===== src/rtl/rom_loader.sv =====
// rom_loader: buffers downloader words in a small FIFO and replays them, one at
// a time, to a toggle-handshake memory write port. It also tracks the loaded
// image size and the address mask that covers it.
module rom_loader #(
   parameter int DEPTH = 4
) (
   input  logic        clk_sys,
   input  logic        reset,
   input  logic        ioctl_download,
   input  logic        ioctl_wr,
   input  logic [24:0] ioctl_addr,
   input  logic [15:0] ioctl_data,
   output logic        ioctl_wait,
   output logic [24:0] wraddr,
   output logic [15:0] din,
   output logic        we_req,
   input  logic        we_ack,
   output logic [24:0] rom_size,
   output logic [24:0] rom_mask,
   output logic        load_done,
   output logic        overflow
);

   localparam int          AW         = $clog2(DEPTH);
   localparam logic [AW:0] LP_ZERO    = (AW+1)'(0);
   localparam logic [AW:0] LP_ONE     = (AW+1)'(1);
   localparam logic [AW:0] LP_FULL    = (AW+1)'(DEPTH);
   localparam logic [AW:0] LP_WAIT    = (AW+1)'(DEPTH - 1);
   localparam logic [AW-1:0] LP_PTR_0 = (AW)'(0);
   localparam logic [AW-1:0] LP_PTR_1 = (AW)'(1);

   typedef enum logic [1:0] {
      S_IDLE  = 2'd0,
      S_LOAD  = 2'd1,
      S_DRAIN = 2'd2,
      S_DONE  = 2'd3
   } state_t;

   // Smallest all-ones value covering every byte address below size; an empty
   // image has no addresses, so it maps to zero rather than all ones.
   function automatic logic [24:0] f_mask(input logic [24:0] size);
      logic [24:0] v;
      if (size == 25'd0) begin
         v = 25'd0;
      end else begin
         v = size - 25'd1;
         v = v | (v >> 1);
         v = v | (v >> 2);
         v = v | (v >> 4);
         v = v | (v >> 8);
         v = v | (v >> 16);
      end
      return v;
   endfunction

   state_t        r_state;
   state_t        w_state_next;
   logic          r_dl_prev;
   logic [24:0]   r_fifo_addr [DEPTH];
   logic [15:0]   r_fifo_data [DEPTH];
   logic [AW-1:0] r_wr_ptr;
   logic [AW-1:0] r_rd_ptr;
   logic [AW:0]   r_count;
   logic [AW:0]   w_count_next;
   logic          w_dl_rise;
   logic          w_empty;
   logic          w_full;
   logic          w_port_free;
   logic          w_push;
   logic          w_drop;
   logic          w_pop;
   logic [24:0]   w_size_cand;
   logic          r_wait;
   logic [24:0]   r_wraddr;
   logic [15:0]   r_din;
   logic          r_we_req;
   logic [24:0]   r_rom_size;
   logic [24:0]   r_rom_mask;
   logic          r_load_done;
   logic          r_overflow;

   assign ioctl_wait = r_wait;
   assign wraddr     = r_wraddr;
   assign din        = r_din;
   assign we_req     = r_we_req;
   assign rom_size   = r_rom_size;
   assign rom_mask   = r_rom_mask;
   assign load_done  = r_load_done;
   assign overflow   = r_overflow;

   // FIFO push/pop decisions; a download restart overrides everything else.
   always_comb begin
      w_dl_rise   = ioctl_download & ~r_dl_prev;
      w_empty     = (r_count == LP_ZERO);
      w_full      = (r_count == LP_FULL);
      w_port_free = (r_we_req == we_ack);
      w_push      = ~w_dl_rise & (r_state == S_LOAD) & ioctl_wr & ~w_full;
      w_drop      = ~w_dl_rise & (r_state == S_LOAD) & ioctl_wr & w_full;
      w_pop       = ~w_dl_rise & ~w_empty & w_port_free;
      w_size_cand = ioctl_addr + 25'd2;
      if (w_dl_rise) begin
         w_count_next = LP_ZERO;
      end else begin
         case ({w_push, w_pop})
            2'b10:   w_count_next = r_count + LP_ONE;
            2'b01:   w_count_next = r_count - LP_ONE;
            default: w_count_next = r_count;
         endcase
      end
   end

   // Next-state logic for the load sequence.
   always_comb begin
      w_state_next = r_state;
      if (w_dl_rise) begin
         w_state_next = S_LOAD;
      end else begin
         case (r_state)
            S_IDLE: w_state_next = S_IDLE;
            S_LOAD: begin
               if (!ioctl_download) begin
                  w_state_next = S_DRAIN;
               end else begin
                  w_state_next = S_LOAD;
               end
            end
            S_DRAIN: begin
               if (w_empty && w_port_free) begin
                  w_state_next = S_DONE;
               end else begin
                  w_state_next = S_DRAIN;
               end
            end
            S_DONE:  w_state_next = S_IDLE;
            default: w_state_next = S_IDLE;
         endcase
      end
   end

   // State register.
   always_ff @(posedge clk_sys) begin
      if (reset) begin
         r_state <= S_IDLE;
      end else begin
         r_state <= w_state_next;
      end
   end

   // FIFO storage; stale entries are harmless because the pointers gate reads.
   always_ff @(posedge clk_sys) begin
      if (w_push) begin
         r_fifo_addr[r_wr_ptr] <= ioctl_addr;
         r_fifo_data[r_wr_ptr] <= ioctl_data;
      end
   end

   // FIFO pointers and occupancy; pointers wrap naturally at DEPTH.
   always_ff @(posedge clk_sys) begin
      if (reset) begin
         r_wr_ptr <= LP_PTR_0;
         r_rd_ptr <= LP_PTR_0;
         r_count  <= LP_ZERO;
      end else if (w_dl_rise) begin
         r_wr_ptr <= LP_PTR_0;
         r_rd_ptr <= LP_PTR_0;
         r_count  <= LP_ZERO;
      end else begin
         if (w_push) begin
            r_wr_ptr <= r_wr_ptr + LP_PTR_1;
         end
         if (w_pop) begin
            r_rd_ptr <= r_rd_ptr + LP_PTR_1;
         end
         r_count <= w_count_next;
      end
   end

   // Memory write issue: load address/data and toggle the request together.
   // Reset copies the acknowledge so no request appears to be pending.
   always_ff @(posedge clk_sys) begin
      if (reset) begin
         r_wraddr <= 25'd0;
         r_din    <= 16'd0;
         r_we_req <= we_ack;
      end else if (w_pop) begin
         r_wraddr <= r_fifo_addr[r_rd_ptr];
         r_din    <= {r_fifo_data[r_rd_ptr][7:0], r_fifo_data[r_rd_ptr][15:8]};
         r_we_req <= ~r_we_req;
      end
   end

   // Status: edge detect, back-pressure, size/mask tracking, done and overflow.
   // The edge detector samples the live input on reset so a download line
   // already high does not look like a fresh start once reset drops.
   always_ff @(posedge clk_sys) begin
      if (reset) begin
         r_dl_prev   <= ioctl_download;
         r_wait      <= 1'b0;
         r_rom_size  <= 25'd0;
         r_rom_mask  <= 25'd0;
         r_load_done <= 1'b0;
         r_overflow  <= 1'b0;
      end else begin
         r_dl_prev   <= ioctl_download;
         r_wait      <= (w_count_next >= LP_WAIT);
         r_load_done <= (w_state_next == S_DONE);
         if (w_dl_rise) begin
            r_rom_size <= 25'd0;
            r_overflow <= 1'b0;
         end else begin
            if (w_push && (w_size_cand > r_rom_size)) begin
               r_rom_size <= w_size_cand;
            end
            if (w_drop) begin
               r_overflow <= 1'b1;
            end
         end
         if (w_state_next == S_DONE) begin
            r_rom_mask <= f_mask(r_rom_size);
         end
      end
   end

endmodule


===== config.mk =====
export PLATFORM = sky130hd
export DESIGN_NAME = rom_loader
export DESIGN_NICKNAME = d
export VERILOG_FILES = /design/src/rtl/rom_loader.sv
export SDC_FILE = /design/constraint.sdc
export NUM_CORES = 1
export LEC_CHECK = 0
export CORE_ASPECT_RATIO = 0.8
export CORE_MARGIN = 2
export CORE_UTILIZATION = 40
export CTS_BUF_LIST = sky130_fd_sc_hd__clkbuf_8
export DETAILED_ROUTE_END_ITERATION = 16
export HOLD_SLACK_MARGIN = 0.15
export PLACE_DENSITY = 0.66
export SYNTH_ARGS = -nofsm -noshare
export SYNTH_HDL_FRONTEND = slang
export SYNTH_SLANG_ARGS = --single-unit

===== constraint.sdc =====
create_clock -name clk_sys -period 3.9 [get_ports clk_sys]
set_input_delay 0.78 -clock clk_sys [delete_from_list [all_inputs] [get_ports clk_sys]]
set_output_delay 0.78 -clock clk_sys [all_outputs]
set_load 0.005 [all_outputs]

==> results of run 1 <==
==> worst min-delay path: stages, from the launching register on <==
cell and delay, ps:
dfxtp_1 310, nand2_1 50, nand2_1 40
==> layout make-up <==
cell class	count	share of cell area [%]
flip-flops and latches	269	46.95
multi-input cells	565	29.45
repair buffers	218	13.78
clock buffers	49	4.497
well taps	370	3.087
clock inverters	30	1.293
inverters	36	0.9011
diodes	2	0.03337
==> Yosys cell counts (5+ instances only) <==
library cell / n
a21oi_1: 59
a31oi_1: 8
buf_1: 6
buf_6: 6
clkbuf_1: 26
dfxtp_1: 104
edfxtp_1: 165
ha_1: 34
inv_1: 35
mux2i_1: 22
mux4_2: 41
nand2_1: 118
nand2b_1: 5
nand3_1: 24
nand4_1: 17
nor2_1: 60
nor3_1: 20
nor4_1: 10
o21ai_0: 23
xnor2_1: 30
xor2_1: 9
==> cells by family (layout without fill, tap and decap cells) <==
logic type,Yosys count,in the layout,share of synthesized area [%]
compound gates,136,136,7.524
xor+xnor,39,39,2.918
fa+ha+maj,35,35,3.805
buf+inv,80,333,3.345
flops,269,269,60.10
mux,64,64,9.864
other cells,0,2,0
simple gates,291,291,12.44
==> worst max path at each step <==
stage              startpoint                   endpoint  slack (ps)  cells past startpoint
4_1_cts         ioctl_addr[1]  rom_size[17]$_SDFFE_PP0P_           6                     18
6_report       ioctl_addr[12]  rom_size[17]$_SDFFE_PP0P_         190                     16
3_5_place_dp    ioctl_addr[1]   rom_size[8]$_SDFFE_PP0P_        -660                     17
3_3_place_gp    ioctl_addr[1]   rom_size[0]$_SDFFE_PP0P_        -580                     18
5_1_grt        ioctl_addr[12]  rom_size[17]$_SDFFE_PP0P_          20                     17
2_1_floorplan   ioctl_addr[1]  rom_size[10]$_SDFFE_PP0P_          20                     16
==> state kept, by name (all words and copies together), names as in the netlist, 2 cells and up <==
| signal | flops |
|---|---|
| r_count | 3 |
| rom_mask | 25 |
| rom_size | 25 |
| r_fifo_data | 64 |
| r_fifo_addr | 100 |
| r_wr_ptr | 2 |
| din | 16 |
| r_state | 2 |
| wraddr | 25 |
| r_rd_ptr | 2 |
==> placed cells by master (no fill, tap or decap), drive strengths merged, types with 15 or more instances in the layout <==
cell / count
nand3: 24
mux2i: 22
mux4: 41
nor4: 15
clkdlybuf4s50: 128
o21ai: 26
nand4: 19
xnor2: 30
nor3: 21
clkbuf: 49
ha: 34
edfxtp: 165
inv: 53
nor2: 60
dfxtp: 104
a21oi: 60
buf: 79
nand2: 118
==> metrics by stage <==
step	hold WS (ps)	utilization (%)
detailed placement	431.5	48.67
global route	469.2	52.51
floorplan	434.5	-
global placement	430.5	48.67
CTS	446.8	51.88
finish	445.1	52.51
==> timing repair <==
item | CTS | global route
setup endpoints to repair | 23 | 25
pin swaps | 2 | 14
gates resized for setup | 3 | 32
gates cloned | 0 | 0
setup buffers | 5 | 4
==> power by group through the flow <==
| stage | clock network (W) | logic (W) | registers [W] |
|---|---|---|---|
| 2_1_floorplan | 0 | 0.000226 | 0.00312 |
| 3_3_place_gp | 0 | 0.000424 | 0.00313 |
| 3_5_place_dp | 0 | 0.000430 | 0.00313 |
| 4_1_cts | 0.00249 | 0.000433 | 0.00307 |
| 5_1_grt | 0.00262 | 0.000486 | 0.00307 |
| 6_report | 0.00242 | 0.000443 | 0.00307 |
==> routing by layer <==
layer,GRT usage [%],vias up
met2,30.71,199
met1,27.48,4025
li1,-,3841
met3,3.171,51
met4,5.125,0
met5,0,-
==> results, run 1 <==
- The run finished with clean final reports.
- The final routed wire length divided by cell count is 19.08 µm.
- The netlist area before placement is 11710 µm².
- The master cell of the clock root buffer is clkbuf_8.
- The highest clock rate is 269.4 MHz.
- After layout, the worst path uses 95.19% of the clock period.
- Dividing the synthesized area by the synthesized cell count gives 12.81 µm².
- The height of the die is 157.0 µm.
- The tightest min-delay check is of the reg2reg type.
- The worst setup slack after layout is 187.6 ps.
- The clock tree from TritonCTS is yes.
- The area used by sequential logic in the layout is 7042 µm².
- The net switching power is 0.001388 W.
- Among all flip-flop cells after synthesis, the most frequent one is edfxtp_1.
- The setup path with the least slack is of type in2reg.
- The first-iteration detailed-routing DRC count is 584.
- After detailed placement, the design holds a cell count of 1449.
- The count of standard-cell rows is 55.
- The via count of the first global-routing pass is 8224.
- The async set or reset register ratio after synthesis is 0%.
- After detailed routing, the wire length on met1 is 13910 µm.
- The total overflow left after global routing is 0.
- The first TritonRoute pass finished after 5 iterations.
- The routability congestion estimate from global placement is 0.8275.
- The width of the chip is 195.3 µm.
- The count of yosys warnings during synthesis is 0.
- The switching part of the total power is 23.40%.
- Detailed placement finished with a half-perimeter wire length of 19370 µm.
- Together, buffers and inverters on the worst path number 3.
- The starting utilization of the core area is 40.99%.
- The hold violation total from the final report was 0.
- The dominant cell type by area after synthesis is edfxtp_1.
- Data on the critical path arrives at its endpoint at 4130 ps.
- The final number of max-transition violations was 0.
- The first-pass GRT wire length is 46060 µm.
- The later pin in the worst-skew pair is clocked with a latency of 550 ps.
- The largest individual stage delay along the critical path comes from the cell clkdlybuf4s50_1.
- The worst hold path passes through 2 cells.
- The critical path goes through clkdlybuf4s50_1 > and3_1 > nand4_1 > or3_4 > xnor2_2 > ha_1 > nand4_1 > nor2_2 > nand3_2 > a21oi_2 > o41ai_4 > a31oi_2 > buf_6 > buf_12 > mux2i_1 > nor2_1.
- Power spread over the standard cell area amounts to 395.6 nW/µm².
- In the synthesized netlist, the number of instances is 914.
- The area of the multi-input gates is 4417 µm².
- The top fanout value on the critical path is 6.
- The longest clock path from root to sink contains 3 buffers.
- The max-capacitance violation count is 0.
- The kind of start point of the critical path is an input port.
- The detailed router used layers up to and including met4.
- When the netlist entered floorplanning its net count stood at 995.
- The sort of element at the end of the critical path is a flip-flop.
- The I/O pin count is 141.
- The leakage dissipation is 5.187 nW.
- The part of the Yosys area used for sequential elements is 60.10%.
- In this run, synthesis produced a sequential element count of 269.
- The detailed-route wire length is 29370 µm.
- The met2 layer wire length in the routed design is 13540 µm.
- The residual DRC count is 0.
- Setup repair after global routing left no endpoint under its margin.
- The ratio of routed vias to standard cells is 5.274.
- In this run the register-to-register setup slack is 550 ps.
- The combinational share of power is 7.5%.
- The global-route total usage across every layer is 19.26%.
- Registers are responsible for 51.7% of the overall power.
- The endpoint with the worst hold slack is rom_mask[10]$_SDFFE_PP0P_.
- After layout, the design draws a total of 0.005932 W.
- The die area is 30660 µm².
- For this run, the slowest stage of the critical path takes 540 ps.
- For the final routed database, the setup TNS stands at 0 ps.
- The number of nets with antenna violations after detailed routing is 0.
- The core region area is 28560 µm².
- By area the synthesized netlist is led by edfxtp_1, dfxtp_1, mux4_2.
- At the end of the flow, the number of nets in the layout was 1215.
- Cells with a size suffix above 1 make up 19.71% of the layout.
- The layout has 2451 filler cells.
- The cell area after placement is 13900 µm².
- After routing the design area is 15000 µm².
- The shortest clock period the worst path allows after layout is 3712 ps.
- In this run, synthesis inferred 165 flip-flops with an integrated enable.
- In this run the most critical hold path is launched from rom_mask[10]$_SDFFE_PP0P_.
- Headroom to the max-slew limit came out at 28.44%.
- TritonCTS created 44 clock buffers.
- For this block, the via count after detailed routing is 8116.
- The worst-margin pin slew is 1069 ps.
- The number of different library cells used by synthesis comes to 72.
- The top-area cell type share of the netlist area is 42.32%.
- The setup skew after layout is 27.73 ps.
- The initial antenna violation count was 2.
- The setup-violating endpoint count in the final report is 0.
- The worst flop-to-flop path startpoint is rom_size[1]$_SDFFE_PP0P_.
- The largest net degree at the start of global routing is 44.
- The number of buffers inserted for hold repair after clock tree synthesis is 0.
- The number of cells on the worst reg-to-reg path is 10.
- The number of buffer cells added on primary ports is 140.
- The most prevalent standard cell on the critical path is nand4_1.
- The end of the worst register-to-register path is rom_mask[1]$_SDFFE_PP0P_.
- Internal power comes to 0.004544 W.
- The worst-case IR drop observed on VDD is 0.1915 mV.
- The synthesis-to-layout area growth is 28.10%.
- Clock-pin slew was measured on the worst setup and hold paths at 70 ps.
- The met3 wirelength from detailed routing is 1298 µm.
- The number of clock sinks is 269.
- At the placement stage, the worst setup path has a slack of -656.5 ps.
- In this run the number of H-tree levels came out at 2.
- The worst endpoint required time is 4320 ps.
- The final cell count without fillers is 1539.
- Broken down by cell family, the worst path's largest delay share belongs to simple AND/OR/NAND/NOR gates.
- The clock network burns 40.9% of the power.
Note: power is estimated with default switching activity, not from simulation.
==> inputs of run 2 (changes only) <==
--- a/config.mk
+++ b/config.mk
@@ -5,13 +5,14 @@
 export SDC_FILE = /design/constraint.sdc
 export NUM_CORES = 1
 export LEC_CHECK = 0
+export ABC_AREA = 1
 export CORE_ASPECT_RATIO = 0.8
 export CORE_MARGIN = 2
 export CORE_UTILIZATION = 40
 export CTS_BUF_LIST = sky130_fd_sc_hd__clkbuf_8
 export DETAILED_ROUTE_END_ITERATION = 16
 export HOLD_SLACK_MARGIN = 0.15
-export PLACE_DENSITY = 0.66
+export PLACE_DENSITY = 0.65
 export SYNTH_ARGS = -nofsm -noshare
 export SYNTH_HDL_FRONTEND = slang
 export SYNTH_SLANG_ARGS = --single-unit
==> constraint.sdc (replaced) <==
create_clock -name clk_sys -period 3.35 [get_ports clk_sys]
set_input_delay 0.67 -clock clk_sys [delete_from_list [all_inputs] [get_ports clk_sys]]
set_output_delay 0.67 -clock clk_sys [all_outputs]
set_load 0.005 [all_outputs]
==> results, run 2 <==
- The top-area cell type share of the netlist area is 40.07% (-2.3 points).
- The detailed-router iteration count before antenna repair is 5 (unchanged).
- Traced cell by cell, the critical path runs through clkdlybuf4s50_1 > nand2_1 > nor2_1 > buf_4 > nand3_1 > nor2_1 > xor2_1 > inv_1 > ha_1 > nand2_1 > nor2_2 > nand2_1 > nor4_2 > nand2_1 > nand4_1 > buf_12 > buf_6 > nand3_1 > a21oi_1.
- The switching part of the total power is 25.34% (+1.9 points).
- The final critical path takes up 94.42% of the cycle.
- The via count of the first global-routing pass is 9917 (+21%).
- The power density relative to cell area is 445.9 nW/µm² (+13%).
- The data arrival time of the critical path is 3650 ps (-480 ps).
- The share of synthesized cell area in and, or, nand and nor gates came to 21.40% (+9.0 points).
- The net count after synthesis is 1445 (+45%).
- In the layout the commonest cells are nor2_1, nand2_1, edfxtp_1, o21ai_0, clkdlybuf4s50_1.
- The clock tree from TritonCTS is yes.
- The maximum buffer depth of the clock tree came to 3 (unchanged).
- Compared with the post-synthesis result, the final layout area differs by 29.01%.
- The final routed wire length divided by cell count is 16.49 µm (-14%).
- The dominant synthesized flop cell is edfxtp_1.
- The flow ran to the end, and the final reports show no timing, DRC or antenna violations.
- The internal power is 0.005311 W (+17%).
- The number of buffers inserted for hold repair after clock tree synthesis is 0 (unchanged).
- The die area is 32340 µm² (+5.5%).
- The top fanout value on the critical path is 7 (+1).
- The latest clock arrival within the worst-skew pair came to 580 ps (+30 ps).
- The mux share of post-synthesis cell area is 0% (-9.9 points).
- The post-detailed-placement half-perimeter wirelength is 22950 µm (+18%).
- The cell at the slowest stage of the critical path is clkdlybuf4s50_1.
- The netlist area before placement is 12370 µm² (+5.6%).
- The area used by sequential logic in the layout came to 7038 µm² (about the same).
- The setup-violating endpoint count in the final report is 0 (unchanged).
- The share of final-layout standard cells stronger than drive strength 1 is 13.81% (-5.9 points).
- The setup skew after layout is 36.82 ps (+9.094 ps).
- The shortest clock period the worst path allows after layout is 3163 ps.
- The area of all placed cells without fillers is 15950 µm² (+6.4%).
- The first-pass GRT wire length is 52760 µm (+15%).
- The residual DRC count is 0 (unchanged).
- The kind of start point of the critical path is an input port.
- The final number of max-transition violations is 0 (unchanged).
- The core region area is 30380 µm² (+6.4%).
- The number of buffer cells added on primary ports is 140 (unchanged).
- The worst-margin pin slew is 872.3 ps (-197.1 ps).
- The largest net degree at the start of global routing is 84 (+91%).
- Ranked by flip-flop count, first place goes to r_fifo_addr.
- The average instance area after synthesis came to 9.066 µm² (-29%).
- The leakage dissipation came to 6.365 nW (+23%).
- The number of vias in the routed layout is 10447 (+29%).
- The tightest min-delay check is of the in2reg type.
- The highest clock rate is 316.1 MHz.
- The number of nets with antenna violations after detailed routing is 0 (unchanged).
- After synthesis, the largest family of logic cells by area is simple AND/OR/NAND/NOR gates.
- In the final layout, the registers with the most flip-flops are r_fifo_addr (100), r_fifo_data (64).
- The remaining global-route overflow was 0 (unchanged).
- The global-route total usage across every layer is 20.65% (+1.4 points).
- The number of clock sinks is 269 (unchanged).
- The clock input transition at the sequential cells of the worst setup and hold paths is 60 ps (about the same).
- The H-tree depth reported by CTS came to 2 (unchanged).
- The share of the synthesized area in compound gates (AO/OA/AOI/OAI) is 10.90% (+3.4 points).
- The async set or reset register ratio after synthesis is 0% (unchanged).
- The height of the die came to 161.3 µm (+2.7%).
- The I/O pin count is 141 (unchanged).
- The synthesized instance count came to 1364 (+49%).
- The initial antenna violation count came to 1 (-1).
- The worst supply voltage drop on vdd is 0.2927 mV (+53%).
- The normalized max-slew margin is 41.63% (+13 points).
- The flip-flop and latch count after synthesis is 269 (unchanged).
- The total CTS buffers is 44 (unchanged).
- The number of fill cells is 2812 (+15%).
- Summed over all instances, the cell type with the most area after synthesis is edfxtp_1.
- The max-capacitance violation count is 0 (unchanged).
- The worst endpoint required time is 3840 ps (-480 ps).
- The adder-cell area share of the yosys netlist is 3.602% (-0.20 points).
- The count of yosys warnings during synthesis came to 0 (unchanged).
- The number of synthesized flops with an enable pin was 165 (unchanged).
- The part of the Yosys area used for sequential elements is 56.91% (-3.2 points).
- The worst setup path is captured at a flip-flop.
- The critical path's largest stage delay is 520 ps (-20 ps).
- The combinational share of power is 11.6% (+4.1 points).
- The ratio of routed vias to standard cells is 5.096 (-3.4%).
- The cell area after placement is 14940 µm² (+7.5%).
- By instance count, the leading cell after synthesis is nor2_1.
- Among the stages of the critical path, the cell type that occurs most often is nand2_1.
- The master cell of the clock root buffer is clkbuf_8.
- The utilization after layout is 52.51% (about the same).
- By area the synthesized netlist is led by edfxtp_1, dfxtp_1, nor2_1.
- The commonest cells after synthesis are nor2_1, nand2_1, edfxtp_1.
- The sequential power share came to 50.8% (-0.9 points).
- The part of the power in the clock network is 37.7% (-3.2 points).
- The leading cell type in the layout, fill and taps excluded is nor2_1.
- The hold violation total from the final report is 0 (unchanged).
- The parity-gate share of the synthesized area counting xor and xnor cells is 2.054% (-0.86 points).
- The number of distinct library cell variants in the gate-level netlist after synthesis was 40 (-44%).
- The area of the multi-input gates was 4816 µm² (+9.0%).
- The count of standard-cell rows is 57 (+3.6%).
- The diode insertion count for antenna repair is 0 (-2).
- The net switching power is 0.001802 W (+30%).
- The flip-flop count of the largest register, all copies and words added is 100 (unchanged).
- The detailed-route wire length is 33810 µm (+15%).
- The total number of nets in the final design was 1685 (+39%).
- The width of the chip is 200.6 µm (+2.7%).
- The category of the critical setup timing path is in2reg.
- The routability congestion estimate from global placement is 0.8861 (+7.1%).
- The first-iteration detailed-routing DRC count is 753 (+29%).
- The starting utilization of the core area is 40.70% (-0.29 points).
[run 2: what timing repair did]
action | CTS | global route
endpoints found under the setup margin | 25 | 25
resized for setup | 10 | 30
cloned | 1 | 0
pin swaps | 5 | 8
setup buffers | 2 | 1
[run 2: cell families after synthesis]
family,after synthesis
AO/OA/AOI/OAI,254
flip-flops,269
XOR/XNOR,29
buffers and inverters,163
adder cells (fa/ha/maj),35
AND/OR/NAND/NOR,614
[run 2: area by class of cell]
type | instances | area share, %
clock buffer | 51 | 4.400
clock inverter | 28 | 0.8000
inverter | 108 | 2.541
multi-input combinational | 932 | 30.19
sequential | 269 | 44.12
tap | 413 | 3.239
timing repair buffer | 249 | 14.71
[run 2: critical path: cells and delay by family]
kind            cells  cell delay, ps
compound gates      1             170
xor+xnor            1             170
fa+ha+maj           1             300
buf+inv             5            1020
simple gates       11            1310
[run 2: power groups by stage]
stage               combinational, W  clock (W)  sequential [W]
floorplan                   0.000408          0         0.00368
global placement            0.000786          0         0.00368
detailed placement          0.000797          0         0.00368
CTS                         0.000814    0.00275         0.00361
global route                0.000913    0.00289         0.00361
finish                      0.000824    0.00268         0.00361
[run 2: path summary, 6_finish.rpt]
kind | from | end | slack [ps] | depth (start not counted)
worst min register to register | rom_mask[16]$_SDFFE_PP0P_ | rom_mask[16]$_SDFFE_PP0P_ | 460 | 2
worst max register to register | rom_size[2]$_SDFFE_PP0P_ | rom_size[0]$_SDFFE_PP0P_ | 880 | 13
worst max-delay path | ioctl_addr[6] | rom_size[0]$_SDFFE_PP0P_ | 190 | 19
worst min-delay path | ioctl_addr[22] | r_fifo_addr[0][22]$_DFFE_PP_ | 410 | 1
[run 2: per-layer routing]
layer / global-route usage [%] / wire (µm) / share of wire (%) / up-vias
li1: - / - / - / 5122
met4: 6.263 / 545 / 1.6 / 0
met5: 0 / 0 / 0 / -
met2: 33.60 / 15500 / 46 / 307
met3: 4.096 / 2240 / 6.6 / 39
met1: 28.05 / 15530 / 46 / 4979
[run 2: through the flow]
step           total power [W]  hold slack [ps]  cells  TNS, ps  setup WS [ps]
2_1_floorplan         0.004085            461.8   1364        0          27.69
3_3_place_gp          0.004465            456.8   1967   -15680         -643.6
3_5_place_dp          0.004477            454.1   1967   -19570         -819.8
4_1_cts               0.007179            462.6   2049        0          1.378
5_1_grt               0.007415            397.4   2050   -25.37         -14.96
6_report              0.007113            412.4   2050        0          186.9
==> inputs of run 3 (changes only) <==
--- a/config.mk
+++ b/config.mk
@@ -13,6 +13,7 @@
 export DETAILED_ROUTE_END_ITERATION = 16
 export HOLD_SLACK_MARGIN = 0.15
 export PLACE_DENSITY = 0.65
+export SETUP_SLACK_MARGIN = 0.5
 export SYNTH_ARGS = -nofsm -noshare
 export SYNTH_HDL_FRONTEND = slang
 export SYNTH_SLANG_ARGS = --single-unit
==> results, run 3 (synthesized netlist as in run 2, its figures left out) <==
- The worst-margin pin slew came to 951.9 ps (+79.60 ps).
- The starting utilization of the core area was 40.70% (unchanged).
- The first-iteration detailed-routing DRC count was 801 (+6.4%).
- The via count of the first global-routing pass was 10229 (+3.1%).
- The register name with the most flops is r_fifo_addr.
- The total CTS buffers is 45 (+2.3%).
- The utilization after layout is 54.86% (+2.3 points).
- The number of buffer cells added on primary ports was 140 (unchanged).
- The total instance count after detailed placement was 1964 (-0.15%).
- The number of fill cells came to 2718 (-3.3%).
- The clock input transition at the sequential cells of the worst setup and hold paths came to 60 ps (about the same).
- The H-tree depth reported by CTS is 2 (unchanged).
- The worst supply voltage drop on vdd was 0.2434 mV (-17%).
- In the layout the commonest cells are nor2_1, nand2_1, edfxtp_1, o21ai_0, buf_4.
- The share of final-layout standard cells stronger than drive strength 1 is 18.93% (+5.1 points).
- The met1 usage was 29.16% (+1.1 points).
- The sort of element at the end of the critical path is a flip-flop.
- The latest clock arrival within the worst-skew pair is 560 ps (-20 ps).
- The critical path is of the in2reg type.
- The worst min-delay path class is in2reg.
- The maximum buffer depth of the clock tree is 3 (unchanged).
- The die area is 32340 µm² (unchanged).
- The global-route layer with the greatest usage is met2.
- The number of clock sinks is 269 (unchanged).
- The initial antenna violation count came to 1 (unchanged).
- The core region area was 30380 µm² (unchanged).
- The met3 layer usage reported by global route is 3.390% (-0.71 points).
- The number of nets with antenna violations after detailed routing is 0 (unchanged).
- The setup skew after layout is 17.95 ps (-18.87 ps).
- The first-pass GRT wire length came to 54740 µm (+3.8%).
- The routability congestion estimate from global placement is 0.8837 (-0.27%).
- The global-route total usage across every layer is 21.20% (+0.55 points).
- The ratio of routed vias to standard cells came to 5.108 (+0.24%).
- The data arrival time of the critical path is 3620 ps (-30 ps).
- The number of vias in the routed layout is 10697 (+2.4%).
- The kind of start point of the critical path is an input port.
- The height of the die is 161.3 µm (unchanged).
- Setup repair after global routing could not meet its margin everywhere.
- The highest clock rate is 315.2 MHz (-0.29%).
- The worst setup slack for register-to-register paths came to 940 ps (+60 ps).
- The flip-flop count of the largest register, all copies and words added is 100 (unchanged).
- The leading cell type in the layout, fill and taps excluded is nor2_1.
- The met2 routing resource usage after global routing is 35.16% (+1.6 points).
- The largest net degree at the start of global routing is 84 (unchanged).
- The power density relative to cell area is 438.6 nW/µm² (-1.6%).
- The final number of max-transition violations is 0 (unchanged).
- The remaining global-route overflow was 0 (unchanged).
- The final cell count without fillers is 2094 (+2.1%).
- The hold violation total from the final report was 0 (unchanged).
- The cell area after placement is 15010 µm² (+0.44%).
- The count of standard-cell rows came to 57 (unchanged).
- The total number of nets in the final design is 1726 (+2.4%).
- The final routed wire length divided by cell count is 16.73 µm (+1.4%).
- The final worst-path cycle share is 94.70% (+0.27 points).
- The post-detailed-placement half-perimeter wirelength came to 22470 µm (-2.1%).
- The top fanout value on the critical path was 5 (-2).
- The width of the chip came to 200.6 µm (unchanged).
- The detailed-router iteration count before antenna repair is 5 (unchanged).
- The normalized max-slew margin is 36.45% (-5.2 points).
- The flow ran to the end, and the final reports show no timing, DRC or antenna violations.
- The residual DRC count is 0 (unchanged).
- The cell sitting at the root of the clock tree is a clkbuf_8.
- TritonCTS built the clock tree.
- The worst hold-check slack is 413.1 ps (+0.7140 ps).
- The max-capacitance violation count came to 0 (unchanged).
- The setup-violating endpoint count in the final report is 0 (unchanged).
- Compared with the post-synthesis result, the final layout area differs by 34.78%.
- The shortest clock period the worst path allows after layout is 3172 ps (+9.165 ps).
- The total power of the final layout came to 0.007311 W (+2.8%).
- The I/O pin count is 141 (unchanged).
- In the final layout, the registers with the most flip-flops are r_fifo_addr (100), r_fifo_data (64).
- The worst endpoint required time is 3800 ps (-40 ps).
- The detailed-route wire length is 35030 µm (+3.6%).
- The leakage dissipation is 6.614 nW (+3.9%).
- The area of all placed cells without fillers came to 16670 µm² (+4.5%).
==> run 3: final cells by class <==
cell class              count  area (µm²)  share of cell area, %
clock inverters            31       160.2                 0.9610
diodes                      1       2.502                0.01502
multi-input cells         933        5125                  30.75
flip-flops and latches    269        7038                  42.23
repair buffers            288        2716                  16.30
well taps                 413       516.7                  3.101
clock buffers              51       701.9                  4.212
inverters                 108       405.4                  2.432
==> run 3: per-stage QoR <==
stage | TNS [ps] | worst slack [ps]
after floorplan | 0 | 39.37
after global placement | -19820 | -837.2
after detailed placement | -21000 | -885.2
after CTS | 0 | 333.3
after global routing | 0 | 12.19
final | 0 | 177.7
==> run 3: worst paths after layout <==
check / startpoint / endpoint / depth (start not counted)
setup reg to reg: rom_size[2]$_SDFFE_PP0P_ / rom_size[15]$_SDFFE_PP0P_ / 13
hold reg to reg: rom_mask[16]$_SDFFE_PP0P_ / rom_mask[16]$_SDFFE_PP0P_ / 2
setup / recovery: ioctl_addr[8] / rom_size[15]$_SDFFE_PP0P_ / 22
hold / removal: ioctl_addr[6] / r_fifo_addr[0][6]$_DFFE_PP_ / 1
==> run 3: routing by layer <==
| metal | part of all wire (%) | routed length, µm | vias to the layer above |
|---|---|---|---|
| met5 | 0 | 0 | - |
| li1 | - | - | 5208 |
| met1 | 46 | 16030 | 5153 |
| met4 | 1.7 | 582 | 0 |
| met2 | 47 | 16460 | 281 |
| met3 | 5.6 | 1959 | 55 |
==> run 3: worst max-delay path, stage by stage <==
cell           delay (ps)
dlygate4sd2_1         310
nand2_1               140
nor2_2                180
nand3_2               120
nor2_2                140
nand2_2                80
xor2_2                230
inv_1                 110
ha_4                  280
nand2_1               110
nor2_4                100
buf_4                 100
nand2_1                50
o211ai_1              110
nand3_1               130
nand4_1               140
buf_6                 180
buf_12                130
buf_16                110
nand3_2                60
nand2_1                70
nor2_1                 40
==> run 3: timing repair <==
action	4_1_cts	5_1_grt
buffers inserted	34	9
resized for setup	102	25
hold buffers	0	0
gates cloned	3	1
endpoints found under the setup margin	25	25
pin swaps	49	24
==> run 3: report_power, final <==
group	switching, W	total, W	internal (W)
Clock	0.00130	0.00278	0.00147
Combinational	0.000513	0.000923	0.000410
Sequential	0.0000394	0.00361	0.00357
